**src/rtl/crc_pkg.sv**
```systemverilog
// Shared constants and bit-level helpers for the streaming CRC engine.
// Helpers work on a 64-bit register holding the CRC left-aligned, so one function serves every CRC_W.
package crc_pkg;

  localparam logic [31:0] ETH_POLY    = 32'h04C1_1DB7;
  localparam logic [31:0] ETH_INIT    = 32'hFFFF_FFFF;
  localparam logic [31:0] ETH_XOROUT  = 32'hFFFF_FFFF;
  localparam logic [31:0] ETH_RESIDUE = 32'hC704_DD7B;

  typedef enum logic {
    ST_IDLE,
    ST_ACTIVE
  } crc_state_e;

  // Reverses the low w bits of v; bits at and above w come back as zero.
  function automatic logic [63:0] bit_reverse(input logic [63:0] v, input int unsigned w);
    logic [63:0] r;
    r = '0;
    for (int i = 0; i < 64; i++) r[i] = v[63-i];
    return r >> (64 - w);
  endfunction

  // One MSB-first byte through the LFSR. crc and poly are both left-aligned in 64 bits.
  function automatic logic [63:0] crc_byte_step(input logic [63:0] crc, input logic [7:0] data,
                                                input logic [63:0] poly);
    logic [63:0] c;
    logic        fb;
    c = crc;
    for (int i = 7; i >= 0; i--) begin
      fb = c[63] ^ data[i];
      c  = c << 1;
      if (fb) c = c ^ poly;
    end
    return c;
  endfunction

endpackage

```
**src/rtl/crc_stream_if.sv**
```systemverilog
// Beat input and result output handshakes of crc_stream, bundled as one interface.
interface crc_stream_if #(
  parameter int DW    = 32,
  parameter int CRC_W = 32,
  parameter int LEN_W = 16
);
  logic              s_valid;
  logic              s_ready;
  logic [DW-1:0]     s_data;
  logic [DW/8-1:0]   s_keep;
  logic              s_last;
  logic              m_valid;
  logic              m_ready;
  logic [CRC_W-1:0]  m_crc;
  logic              m_ok;
  logic [LEN_W-1:0]  m_len;

  modport slave (
    input  s_valid, s_data, s_keep, s_last, m_ready,
    output s_ready, m_valid, m_crc, m_ok, m_len
  );

  modport master (
    output s_valid, s_data, s_keep, s_last, m_ready,
    input  s_ready, m_valid, m_crc, m_ok, m_len
  );
endinterface

```
**src/rtl/crc_lane_fold.sv**
```systemverilog
// Combinational fold of all kept byte lanes of one beat into the running CRC, lane 0 first.
module crc_lane_fold
  import crc_pkg::*;
#(
  parameter int               DW    = 32,
  parameter int               CRC_W = 32,
  parameter logic [CRC_W-1:0] POLY  = ETH_POLY,
  parameter bit               REFIN = 1'b1
) (
  input  logic [CRC_W-1:0] crc_in,
  input  logic [DW-1:0]    data,
  input  logic [DW/8-1:0]  keep,
  output logic [CRC_W-1:0] crc_out
);
  localparam int          LANES   = DW / 8;
  localparam logic [63:0] POLY_AL = 64'(POLY) << (64 - CRC_W);

  logic [63:0] acc;
  logic [7:0]  lane_byte;

  // NOTE: every variable written here gets a value before any branch, so no path can infer a latch.
  always_comb begin
    acc       = 64'(crc_in) << (64 - CRC_W);
    lane_byte = '0;
    for (int i = 0; i < LANES; i++) begin
      lane_byte = data[8*i +: 8];
      if (REFIN) lane_byte = 8'(bit_reverse(64'(lane_byte), 8));
      if (keep[i]) acc = crc_byte_step(acc, lane_byte, POLY_AL);
    end
    crc_out = CRC_W'(acc >> (64 - CRC_W));
  end

endmodule

```
**src/rtl/crc_stream.sv**
```systemverilog
// Streaming CRC engine: frame FSM, saturating byte counter, single result buffer and handshakes.
module crc_stream
  import crc_pkg::*;
#(
  parameter int               DW      = 32,
  parameter int               CRC_W   = 32,
  parameter logic [CRC_W-1:0] POLY    = ETH_POLY,
  parameter logic [CRC_W-1:0] INIT    = ETH_INIT,
  parameter logic [CRC_W-1:0] XOROUT  = ETH_XOROUT,
  parameter bit               REFIN   = 1'b1,
  parameter bit               REFOUT  = 1'b1,
  parameter logic [CRC_W-1:0] RESIDUE = ETH_RESIDUE,
  parameter int               LEN_W   = 16
) (
  input  logic         clk,
  input  logic         rst_n,
  input  logic         clear,
  input  logic         mode,
  output logic         busy,
  crc_stream_if.slave  bus
);
  localparam int LANES = DW / 8;

  crc_state_e       state_q, state_d;
  logic [CRC_W-1:0] crc_q, crc_d;
  logic [LEN_W-1:0] len_q, len_d;
  logic             mode_q, mode_d;
  logic             m_valid_q, m_valid_d;
  logic [CRC_W-1:0] m_crc_q, m_crc_d;
  logic             m_ok_q, m_ok_d;
  logic [LEN_W-1:0] m_len_q, m_len_d;

  logic             s_ready;
  logic             accept;
  logic             mode_eff;
  logic [CRC_W-1:0] crc_fold;
  logic [CRC_W-1:0] crc_result;
  logic [LEN_W:0]   keep_cnt;
  logic [LEN_W:0]   len_sum;
  logic [LEN_W-1:0] len_next;

  crc_lane_fold #(
    .DW    (DW),
    .CRC_W (CRC_W),
    .POLY  (POLY),
    .REFIN (REFIN)
  ) u_fold (
    .crc_in  (crc_q),
    .data    (bus.s_data),
    .keep    (bus.s_keep),
    .crc_out (crc_fold)
  );

  // A beat may enter in the same cycle the pending result is popped.
  assign s_ready  = !clear && (!m_valid_q || bus.m_ready);
  assign accept   = bus.s_valid && s_ready;
  assign mode_eff = (state_q == ST_IDLE) ? mode : mode_q;

  assign crc_result = (REFOUT ? CRC_W'(bit_reverse(64'(crc_fold), CRC_W)) : crc_fold) ^ XOROUT;

  always_comb begin
    keep_cnt = '0;
    for (int i = 0; i < LANES; i++) keep_cnt = keep_cnt + (LEN_W + 1)'(bus.s_keep[i]);
    len_sum  = {1'b0, len_q} + keep_cnt;
    len_next = len_sum[LEN_W] ? '1 : len_sum[LEN_W-1:0];
  end

  always_comb begin
    state_d   = state_q;
    crc_d     = crc_q;
    len_d     = len_q;
    mode_d    = mode_q;
    m_valid_d = m_valid_q;
    m_crc_d   = m_crc_q;
    m_ok_d    = m_ok_q;
    m_len_d   = m_len_q;

    if (m_valid_q && bus.m_ready) m_valid_d = 1'b0;

    // clear only drops the frame in flight; a pending result stays for the consumer.
    if (clear) begin
      state_d = ST_IDLE;
      crc_d   = INIT;
      len_d   = '0;
    end else if (accept) begin
      if (bus.s_last) begin
        state_d   = ST_IDLE;
        crc_d     = INIT;
        len_d     = '0;
        m_valid_d = 1'b1;
        m_crc_d   = crc_result;
        m_ok_d    = mode_eff && (crc_fold == RESIDUE);
        m_len_d   = len_next;
      end else begin
        state_d = ST_ACTIVE;
        crc_d   = crc_fold;
        len_d   = len_next;
        mode_d  = mode_eff;
      end
    end
  end

  // NOTE: flops take non-blocking assignments so every register samples pre-edge values.
  always_ff @(posedge clk or negedge rst_n) begin
    if (!rst_n) begin
      state_q   <= ST_IDLE;
      crc_q     <= INIT;
      len_q     <= '0;
      mode_q    <= 1'b0;
      m_valid_q <= 1'b0;
      m_crc_q   <= '0;
      m_ok_q    <= 1'b0;
      m_len_q   <= '0;
    end else begin
      state_q   <= state_d;
      crc_q     <= crc_d;
      len_q     <= len_d;
      mode_q    <= mode_d;
      m_valid_q <= m_valid_d;
      m_crc_q   <= m_crc_d;
      m_ok_q    <= m_ok_d;
      m_len_q   <= m_len_d;
    end
  end

  assign bus.s_ready = s_ready;
  assign bus.m_valid = m_valid_q;
  assign bus.m_crc   = m_crc_q;
  assign bus.m_ok    = m_ok_q;
  assign bus.m_len   = m_len_q;
  assign busy        = (state_q == ST_ACTIVE);

endmodule

```
**src/flat_wrapper.sv**
```systemverilog
// flat-port wrapper written by rule: the top's interface ports become plain ports
module crc_stream_flat import crc_pkg::*;
#(
  parameter int               DW      = 32,
  parameter int               CRC_W   = 32,
  parameter logic [CRC_W-1:0] POLY    = ETH_POLY,
  parameter logic [CRC_W-1:0] INIT    = ETH_INIT,
  parameter logic [CRC_W-1:0] XOROUT  = ETH_XOROUT,
  parameter bit               REFIN   = 1'b1,
  parameter bit               REFOUT  = 1'b1,
  parameter logic [CRC_W-1:0] RESIDUE = ETH_RESIDUE,
  parameter int               LEN_W   = 16
)
  (clk, rst_n, clear, mode, busy, bus_s_valid, bus_s_data, bus_s_keep, bus_s_last, bus_m_ready, bus_s_ready, bus_m_valid, bus_m_crc, bus_m_ok, bus_m_len);
  crc_stream_if #(.DW(DW), .CRC_W(CRC_W), .LEN_W(LEN_W)) bus_i ();
  input  logic clk;
  input  logic rst_n;
  input  logic clear;
  input  logic mode;
  output logic busy;
  input wire logic [$bits(bus_i.s_valid)-1:0] bus_s_valid;
  input wire logic [$bits(bus_i.s_data)-1:0] bus_s_data;
  input wire logic [$bits(bus_i.s_keep)-1:0] bus_s_keep;
  input wire logic [$bits(bus_i.s_last)-1:0] bus_s_last;
  input wire logic [$bits(bus_i.m_ready)-1:0] bus_m_ready;
  output wire logic [$bits(bus_i.s_ready)-1:0] bus_s_ready;
  output wire logic [$bits(bus_i.m_valid)-1:0] bus_m_valid;
  output wire logic [$bits(bus_i.m_crc)-1:0] bus_m_crc;
  output wire logic [$bits(bus_i.m_ok)-1:0] bus_m_ok;
  output wire logic [$bits(bus_i.m_len)-1:0] bus_m_len;
  assign bus_i.s_valid = bus_s_valid;
  assign bus_i.s_data = bus_s_data;
  assign bus_i.s_keep = bus_s_keep;
  assign bus_i.s_last = bus_s_last;
  assign bus_i.m_ready = bus_m_ready;
  assign bus_s_ready = bus_i.s_ready;
  assign bus_m_valid = bus_i.m_valid;
  assign bus_m_crc = bus_i.m_crc;
  assign bus_m_ok = bus_i.m_ok;
  assign bus_m_len = bus_i.m_len;
  crc_stream #(.DW(DW), .CRC_W(CRC_W), .POLY(POLY), .INIT(INIT), .XOROUT(XOROUT), .REFIN(REFIN), .REFOUT(REFOUT), .RESIDUE(RESIDUE), .LEN_W(LEN_W)) u_core (.clk(clk), .rst_n(rst_n), .clear(clear), .mode(mode), .busy(busy), .bus(bus_i));
endmodule
```
**config.mk**
```make
export PLATFORM = sky130hd
export DESIGN_NAME = crc_stream_flat
export DESIGN_NICKNAME = d
export VERILOG_FILES = /design/src/rtl/crc_pkg.sv /design/src/rtl/crc_stream_if.sv /design/src/rtl/crc_lane_fold.sv /design/src/rtl/crc_stream.sv /design/src/flat_wrapper.sv
export SDC_FILE = /design/constraint.sdc
export NUM_CORES = 1
export LEC_CHECK = 0
export ABC_AREA = 1
export BUFFER_PORTS_ARGS = -buffer_cell sky130_fd_sc_hd__clkbuf_2
export CELL_PAD_IN_SITES_DETAIL_PLACEMENT = 0
export CELL_PAD_IN_SITES_GLOBAL_PLACEMENT = 1
export CORE_UTILIZATION = 45
export DETAILED_ROUTE_END_ITERATION = 16
export PLACE_DENSITY = 0.92
export SLEW_MARGIN = 5
export SYNTH_ARGS = -nofsm -noshare
export SYNTH_HDL_FRONTEND = slang
export SYNTH_HIERARCHICAL = 1
export SYNTH_SLANG_ARGS = --single-unit
```
**constraint.sdc**
```tcl
create_clock -name clk -period 7.9 [get_ports clk]
set_input_delay 1.58 -clock clk [delete_from_list [all_inputs] [get_ports clk]]
set_output_delay 1.58 -clock clk [all_outputs]
set_load 0.005 [all_outputs]
```
# == After elaboration in Yosys (flattened, before gate mapping) ==
# Index checks and enable logic that the tools add are counted.
# classes
n_eq_ne,1
mux,79
n_reduce_logical,10
add_sub_neg,4
bitwise,67
# op_table
operator,count
64-bit 2-to-1 mux,32
59-bit 2-to-1 mux,32
14-bit NOT,32
32-bit 2-to-1 mux,3
16-bit 2-to-1 mux,4
17-bit by 1-bit adder with 17-bit output,2
"32-bit equality test, second input constant",1
32-bit NOT,1
1-bit XOR,32
16-bit by 17-bit adder with 17-bit output,1
1-bit 2-to-1 mux,8
3-bit AND reduction,2
1-bit logical AND,4
1-bit by 1-bit adder with 2-bit output,1
1-bit logical NOT,2
1-bit NOT,2
2-bit nonzero test,1
1-bit logical OR,1
# word_totals
word_cells,169
regBits,100
out_inout_bits,52
inputBits,43

# == Depth between registers and ports, before layout ==
# Gate-level depths: netlist of run 1.
# depth
depth_word,99
depth_mapped,42
depth_no_buf,42

# == By module ==
# The synthesis of run 1 kept the hierarchy.
# by_module_without_submodules
module,seq_area_each_um2,instances,cells_per_inst,area_each_um2
crc_lane_fold,0.0,1,1425,6911.6
crc_stream,2542.4,1,517,4429.2

# == Worst setup path after synthesis of run 1 ==
# OpenSTA, ideal clock, no wires.
# synth_path
path_type,input port to flip-flop
start,input bus_s_keep[0]
end,"register u_core.m_ok_q, in the netlist u_core/bus.m_ok"
t_required_ns,7.835
setup_ns,0.065
n_path_buf,2
t_arrival_ns,4.547
setup_slack_ns,3.288
path_stages,32
cell_sequence,buf_2 > inv_2 > clkbuf_1 > nand2_1 > nand3_1 > nand2_1 > nand2_2 > nand2_1 > nand2_1 > nand2_1 > nand2_1 > nand2_1 > nand2_1 > nand3_1 > nand2_2 > nand2_1 > nand3_1 > nand3_2 > nand2_2 > nand2_1 > nand2_2 > nand2_1 > nand2_2 > xor2_1 > nand2_1 > o21ai_1 > nand2_1 > nor3_1 > nand2_1 > nor2_1 > nand4_1 > nand2_1
# synth_between
word_cells_on_any_way,99
cone_classes,eq/ne (1); mux (49); bitwise (48); reduce/logical (1)
# synth_lines
element,line,rtl
from (decl),flat_wrapper.sv:23,input wire logic [$bits(bus_i.s_keep)-1:0] bus_s_keep;
64-bit 2-to-1 mux (*),crc_lane_fold.sv:28,"if (keep[i]) acc = crc_byte_step(acc, lane_byte, POLY_AL);"
1-bit XOR / 14-bit NOT (equally long branches),n/a,
59-bit 2-to-1 mux,crc_pkg.sv:32,if (fb) c = c ^ poly;
64-bit 2-to-1 mux,crc_lane_fold.sv:28,
14-bit NOT (no line),n/a,
59-bit 2-to-1 mux,crc_pkg.sv:32,
64-bit 2-to-1 mux,crc_lane_fold.sv:28,
59-bit 2-to-1 mux,crc_pkg.sv:32,
(+48 left out),n/a,
14-bit NOT (no line),n/a,
59-bit 2-to-1 mux,crc_pkg.sv:32,
64-bit 2-to-1 mux,crc_lane_fold.sv:28,
59-bit 2-to-1 mux,crc_pkg.sv:32,
64-bit 2-to-1 mux (*),crc_lane_fold.sv:28,
via u_core.crc_fold[24],crc_stream.sv:36,logic [CRC_W-1:0] crc_fold;
32-bit equality test (*),crc_stream.sv:92,m_ok_d = mode_eff && (crc_fold == RESIDUE);
1-bit logical AND (*),crc_stream.sv:92,
to (signal assigned),crc_stream.sv:121,m_ok_q <= m_ok_d;
to (decl),crc_stream.sv:30,"logic m_ok_q, m_ok_d;"
# The timed path passes the listed nets; every way through them passes the cells marked *. The select of a mux whose other input is x is not followed.
# A chain may end at the register's enable or synchronous reset.

# == Worst setup path in the final report of run 1 ==
# layout_path
start,input bus_s_keep[0]
end,"register u_core.m_ok_q, in the netlist u_core/bus.m_ok"
# layout_between
word_cells_on_any_way,99
cone_classes,eq/ne (1); mux (49); bitwise (48); reduce/logical (1)
# layout_lines
element,line
64-bit 2-to-1 mux (*),crc_lane_fold.sv:28
59-bit 2-to-1 mux,crc_pkg.sv:32
64-bit 2-to-1 mux,crc_lane_fold.sv:28
59-bit 2-to-1 mux,crc_pkg.sv:32
64-bit 2-to-1 mux,crc_lane_fold.sv:28
59-bit 2-to-1 mux,crc_pkg.sv:32
64-bit 2-to-1 mux,crc_lane_fold.sv:28
59-bit 2-to-1 mux,crc_pkg.sv:32
(+45 left out),n/a
59-bit 2-to-1 mux,crc_pkg.sv:32
64-bit 2-to-1 mux,crc_lane_fold.sv:28
14-bit NOT (no line),n/a
59-bit 2-to-1 mux,crc_pkg.sv:32
64-bit 2-to-1 mux (*),crc_lane_fold.sv:28
via u_core.crc_fold[11],crc_stream.sv:36
32-bit equality test (*),crc_stream.sv:92
1-bit logical AND (*),crc_stream.sv:92
# Marked as above.

==> metrics.csv, run 1 <==
stage,metric,value,unit
clocking,path_clk_slew,0.07,ns
global_routing,antenna_found_initial,1,
sta,grt_setup_unrepaired,no,
route,vias,12800,
run_status,status,finished clean,
clocking,h-tree-depth,3,
sta,drv_slew,0,
worst_setup_path,r2r_start,u_core/crc_q[27],
worst_setup_path,worstPathMaxFanout,35,
synth,synthSimpleGateAreaFrac,54.6,%
sta,fmax,165,MHz
synth,synthAdderAreaFrac,0.640,%
sta,fin_crit_sh,76.6,%
worst_setup_path,crit_top_cell,nand2_1,
synth,synth_seq_area_share,22.4,%
clocking,cts_resized,0,
die,initial_core_util,46.2,%
clocking,cts_hold_buf,0,
die,die_width,161,microns
min_path,min_path_type,reg2reg,
route,detail_route.vias_per_cell,5.49,
clocking,post-cts-setup-buffer-count,0,
pwr,irDropWorstVdd,191,uV
worst_setup_path,cp-start-kind,input pin,
global_routing,grt_usage,32.3,%
finish,area_growth,8.58,%
worst_setup_path,crit_type,in2reg,
route,wl,41.9,mm
route,drc,0,
sta,worst_pin_slew,0.914,ns
synth,synth_compound_area_share,6.53,%
finish,fillerInstances,2632,
sta,skew,0.00953,ns
synth,synthTopCellsByArea,"nand2_1 28%, dfrtp_1 15%, nand3_1 11%",
finish,nets,2053,
clocking,clkLatencyLatePin,0.34,ns
flow_run,max_cap_violations,0,
pwr,power_density,294,mW/mm^2
placement,port_buffers,94,
synth,synth_top_family_by_area,simple AND/OR/NAND/NOR gates,
synth,synthMuxAreaShare,0,%
worst_setup_path,cp_data_required_time,8.17,ns
die,rows,57,
synth,synthDistinctLibCells,45,
synth,synth_xor_area_share,8.00,%
clocking,cts_buffer_depth,2,
placement,post-dp-hpwl,33.6,mm
clocking,cts_sinks,100,
worst_setup_path,crit_start,bus_s_keep[0],
sta,setup_viol,0,
route,wl_per_cell,17.9,microns
synth,ys_warn_count,6,
sta,fin_crit,6.05,ns
finish,drive_gt1_share,16.4,%
clocking,cts_buffers,9,
finish,multi_input_area,0.00791,sq mm
route,drtAntennaViolNets,0,
global_routing,grt_max_degree,83,
pwr,p_total,3.62,mW
synth,syn_area,0.0113,sq mm
die,coreArea,0.0245,sq mm
worst_setup_path,r2r-end,u_core/bus.m_ok,
synth,syn-instance-count,1942,
worst_setup_path,slowest_stage,inv_2,
global_routing,grt_pass1_wl,64.8,mm
finish,final_cell_mix,"861 x nand2_1, 258 x nand3_1, 140 x inv_1, 93 x clkbuf_2, 85 x nor2_1",
worst_setup_path,endpoint_kind,flop,
finish,diodes,0,
global_routing,grt_pass1_vias,11300,
die,die_h,161,microns
sta,tns,0,ns
placement,place_congestion,0.995,
sta,hold_violations,0,
synth,synth_top_area_share,28.5,%
worst_setup_path,reg2reg_depth,35,
die,die-area,0.0258,sq mm
worst_setup_path,arrival,6.32,ns
die,ios,95,
worst_setup_path,crit_end,u_core/bus.m_ok,
finish,final_common_cell,nand2_1,
sta,max_slew_margin,39.1,%
worst_setup_path,cpPeakStageDelay,0.56,ns
route,drt_pass1_iterations,7,
finish,register_area,0.00254,sq mm
global_routing,grt_overflow,0,
route,drt_iter0_drc,1329,
worst_setup_path,r2r_slack,2.94,ns
clocking,cts_tree,done,
synth,yosysTopAreaCell,nand2_1,
clocking,cts-root-buf,clkbuf_16,
synth,synth.avg_cell_area,5.84,sq um
pwr,p_leak,7.02,nW
synth,postSynthRegisterBits,100,
synth,synth_nets,1989,
layer usage:
layer  share of wire (%)  GRT usage [%]  up-vias
met1                  45           46.9     5883
met3                 7.8           3.05       71
li1                    -              -     6260
met5               0.031              0        -
met2                  44           50.1      602
met4                 3.3           10.7        2
synth_stat cells (all sizes together):
master,number
a21oi,30
nand4,8
or2,9
xor2,82
buf,32
o211ai,6
nor3,9
nor2,94
o21ai,96
a31oi,3
nor2b,1
nand2b,1
and2,1
nand2,958
ha,1
nand3,292
o21a,3
dfrtp,68
o21bai,1
nor3b,1
nand3b,1
xnor2,19
dfstp,32
fa,3
inv,171
a2bb2oi,1
clkinv,1
clkbuf,18
layout make-up:
class / instances / area share [%]
sequential: 100 / 20.6
clock inverter: 6 / 0.315
multi-input combinational: 1620 / 64.3
tap: 324 / 3.29
clock buffer: 10 / 1.86
inverter: 172 / 5.24
timing repair buffer: 103 / 4.39
worst min-delay path by stage:
stage	start	endpoint	slack [ns]	cells past startpoint
final	u_core/bus.m_len[7]	u_core/bus.m_len[7]	0.48	2
after global routing	u_core/bus.m_len[8]	u_core/bus.m_len[8]	0.51	2
after CTS	u_core/bus.m_len[12]	u_core/bus.m_len[12]	0.49	2
after detailed placement	u_core/bus.m_len[5]	u_core/bus.m_len[5]	0.46	2
after global placement	u_core/bus.m_len[12]	u_core/bus.m_len[12]	0.46	2
after floorplan	u_core/bus.m_len[1]	u_core/bus.m_len[1]	0.47	2
flip-flops by register name, summed over array words and instances, names as in the netlist:
register            count
u_core/bus.m_crc       32
u_core/crc_q           32
u_core/bus.m_len       16
u_core/len_q           16
u_core/bus.m_ok         1
u_core/bus.m_valid      1
u_core/busy             1
u_core/mode_q           1
worst max-delay path: cells and delay by family:
| kind | cells | cell delay (ns) |
|---|---|---|
| AOI/OAI and AO/OA | 1 | 0.38 |
| xor gates and xnor gates | 1 | 0.29 |
| buffers and inverters | 2 | 0.89 |
| and+or+nand+nor | 25 | 3.14 |
metrics by stage:
step                util [%]  instance area [sq um]  hold slack, ns  instances  setup WS (ns)
finish                  50.2                  12300           0.483       2335           1.85
detailed placement      49.1                  12000           0.464       2319           1.72
global placement        49.1                  12000           0.461       2319           1.76
global route            50.2                  12300           0.513       2335           1.54
floorplan                  -                  11300           0.472       1942           3.29
CTS                     50.2                  12300           0.486       2335           2.05
power breakdown:
part	total [mW]	switching, mW	internal (mW)
sequential	0.726	0.0947	0.631
combinational	2.49	1.72	0.765
clock	0.403	0.190	0.213
total	3.62	2.01	1.61
cells by family (layout without fill, tap and decap cells):
group	after synthesis	after routing
and+or+nand+nor	1375	1375
xor gates and xnor gates	101	101
adders and majority gates	4	4
buffers and inverters	222	291
DFF	100	100
AOI/OAI and AO/OA	140	140
Power figures use the tool's default switching activity.
==> inputs of run 2 (changes only) <==
--- a/config.mk
+++ b/config.mk
@@ -5,13 +5,13 @@
 export SDC_FILE = /design/constraint.sdc
 export NUM_CORES = 1
 export LEC_CHECK = 0
-export ABC_AREA = 1
+export ABC_AREA = 0
 export BUFFER_PORTS_ARGS = -buffer_cell sky130_fd_sc_hd__clkbuf_2
 export CELL_PAD_IN_SITES_DETAIL_PLACEMENT = 0
 export CELL_PAD_IN_SITES_GLOBAL_PLACEMENT = 1
-export CORE_UTILIZATION = 45
+export CORE_UTILIZATION = 43
 export DETAILED_ROUTE_END_ITERATION = 16
-export PLACE_DENSITY = 0.92
+export PLACE_DENSITY = 0.84
 export SLEW_MARGIN = 5
 export SYNTH_ARGS = -nofsm -noshare
 export SYNTH_HDL_FRONTEND = slang
==> constraint.sdc (replaced) <==
create_clock -name clk -period 5.1 [get_ports clk]
set_input_delay 1.02 -clock clk [delete_from_list [all_inputs] [get_ports clk]]
set_output_delay 1.02 -clock clk [all_outputs]
set_load 0.005 [all_outputs]
==> metrics.csv, run 2 <==
stage,metric,value,unit,change
run_status,status,finished with violations,,
run_status,violations,setup timing,,
sta,skew,0.0159,ns,+0.00638 ns
synth,synthDistinctLibCells,80,,+78%
synth,ys.flop_type,dfrtp_1,,
synth,asyncSetResetFlopFracSynth,100,%,unchanged
synth,synth_compound_area_share,14.7,%,+8.1 points
worst_setup_path,crit_type,in2reg,,
die,initial_core_util,44.0,%,-2.3 points
finish,drive_gt1_share,44.3,%,+28 points
route,detail_route.vias_per_cell,5.31,,-3.2%
synth,synth.avg_cell_area,9.93,sq um,+70%
sta,setup_viol,39,,+39
clocking,cts_tree,done,,
die,rows,54,,-5.3%
synth,synth_top_family_by_area,XOR/XNOR gates,,
die,die-area,0.0229,sq mm,-11%
synth,synthSimpleGateAreaFrac,12.1,%,-43 points
sta,worst_pin_slew,0.905,ns,-0.00853 ns
sta,fmax,172,MHz,
route,vias,8549,,-33%
global_routing,grt_max_degree,61,,-27%
sta,setup_ws,-0.706,ns,-2.56 ns
synth,syn-instance-count,966,,-50%
flow_run,max_cap_violations,0,,unchanged
finish,nets,1371,,-33%
finish,final_common_cell,buf_4,,
synth,synth_xor_area_share,35.2,%,+27 points
global_routing,grt_pass1_wl,45.7,mm,-30%
placement,dp_slack,-1.14,ns,-2.87 ns
clocking,cts_hold_buf,0,,unchanged
worst_setup_path,endpoint_kind,flop,,
sta,fin_hold_ws,0.483,ns,-0.000302 ns
route,wl,31.1,mm,-26%
placement,place_congestion,0.922,,-7.4%
finish,final_cells,1609,,-31%
synth,synth_edf_count,0,,unchanged
min_path,min_path_type,reg2reg,,
sta,grt_setup_unrepaired,yes,,
clocking,cts_buffer_depth,2,,unchanged
die,coreArea,0.0218,sq mm,-11%
clocking,cts_buffers,9,,unchanged
global_routing,grt_overflow,0,,unchanged
route,drtAntennaViolNets,0,,unchanged
finish,final_cell_mix,"267 x buf_4, 116 x xnor2_1, 115 x nand2_1, 89 x clkbuf_2, 83 x o21ai_0",,
placement,port_buffers,94,,unchanged
finish,utilization,63.1,%,+13 points
worst_setup_path,arrival,6.08,ns,-0.24 ns
synth,synth_top_area_share,17.7,%,-11 points
finish,area_growth,43.5,%,
synth,synthAdderAreaFrac,0.757,%,+0.12 points
route,drt_pass1_iterations,5,,-2
sta,hold_violations,0,,unchanged
worst_setup_path,worstPathMaxFanout,6,,-83%
synth,synth_nets,1013,,-49%
synth,postSynthRegisterBits,100,,unchanged
clocking,clkLatencyLatePin,0.36,ns,+0.02 ns
synth,yosysMostFrequentCell,xnor2_1,,
synth,synth_seq_area_share,26.5,%,+4.1 points
synth,synth_common_cells,"148 x xnor2_1, 115 x nand2_1, 93 x o21ai_0",,
route,drt_iter0_drc,554,,-58%
worst_setup_path,cp-start-kind,input pin,,
sta,drv_slew,0,,unchanged
sta,fin_crit,5.81,ns,
die,die_width,151,microns,-5.8%
global_routing,antenna_found_initial,0,,-1
synth,syn_area,0.00959,sq mm,-15%
die,die_h,151,microns,-5.8%
worst_setup_path,cp_data_required_time,5.38,ns,-2.79 ns
clocking,cts-root-buf,clkbuf_16,,
sta,max_slew_margin,39.6,%,+0.57 points
die,ios,95,,unchanged
placement,post-dp-hpwl,23.9,mm,-29%
route,wl_per_cell,19.3,microns,+7.9%
synth,ys_warn_count,6,,unchanged
sta,fin_crit_sh,114,%,
route,drc,0,,unchanged
placement,placed_cells_incl_taps,1547,,-33%
synth,synthMuxAreaShare,8.10,%,+8.1 points
global_routing,grt_usage,27.1,%,-5.2 points
clocking,h-tree-depth,3,,unchanged
clocking,path_clk_slew,0.07,ns,about the same
global_routing,grt_pass1_vias,8041,,-29%
finish,diodes,0,,unchanged
finish,fillerInstances,1778,,-32%
synth,synthTopCellsByArea,"dfrtp_1 18%, xnor2_1 14%, dfstp_2 8.8%",,
clocking,cts_sinks,100,,unchanged
synth,yosysTopAreaCell,dfrtp_1,,
-- run 2: path summary, 6_finish.rpt --
check                                     from                    to  slack (ns)  depth (start not counted)
max reg2reg                   u_core/crc_q[21]       u_core/bus.m_ok       -0.53                         20
min in group asynchronous                rst_n   u_core/bus.m_len[9]        0.72                          1
max                              bus_s_data[1]       u_core/bus.m_ok       -0.71                         23
max in group asynchronous                rst_n  u_core/bus.m_crc[13]        3.32                          2
min reg2reg                u_core/bus.m_crc[4]   u_core/bus.m_crc[4]        0.48                          2
min                        u_core/bus.m_crc[4]   u_core/bus.m_crc[4]        0.48                          2
-- run 2: worst max-delay path: stages --
cell and delay, ns:
buf_8 0.10, xnor2_4 0.23, buf_6 0.13, buf_6 0.08, xnor3_1 0.33, mux2_4 0.36, nand2_8 0.08, xnor3_1 0.43
o21ai_2 0.10, nand4_4 0.14, buf_6 0.16, xnor2_2 0.14, mux2i_4 0.23, xor2_2 0.28, xnor3_2 0.45, xnor2_4 0.18
buf_6 0.15, xnor3_1 0.43, mux2i_2 0.20, or4bb_1 0.43, nor3_2 0.17, nand4_1 0.11, o21ai_1 0.12
-- run 2: per-layer routing --
layer / global-route usage (%) / vias to the layer above / share of wire [%]
met1: 36.7 / 4162 / 44
met4: 10.1 / 0 / 3.0
met2: 44.3 / 260 / 48
li1: - / 4068 / -
met5: 0 / - / 0
met3: 3.01 / 59 / 4.7
-- run 2: cell type report --
type | count | area (sq um) | share of cell area (%)
clock buffers | 9 | 225 | 1.64
clock inverters | 7 | 62.6 | 0.455
inverters | 15 | 56.3 | 0.409
multi-input cells | 801 | 7530 | 54.7
flip-flops and latches | 100 | 2540 | 18.5
well taps | 280 | 350 | 2.55
repair buffers | 397 | 2990 | 21.7
-- run 2: what timing repair did --
action,4_1_cts,5_1_grt
pin swaps,32,52
buffers inserted,25,27
gates resized for setup,43,74
setup endpoints to repair,40,57
-- run 2: metrics by stage --
step	setup TNS, ns	area (sq um)
after floorplan	-2.94	9820
after global placement	-25.12	12400
after detailed placement	-31.49	12400
after CTS	-5.46	13200
after global routing	-10.52	13800
final	-5.72	13800
-- run 2: cells by family after synthesis --
family | Yosys count
compound gates | 218
fa+ha+maj | 4
xor+xnor | 278
simple gates | 234
mux | 67
flops | 100
buf+inv | 65
Power of run 2 is left out: the tool's default activity adds up to more than one toggle a clock period on the data nets, which glitch-free logic cannot reach.
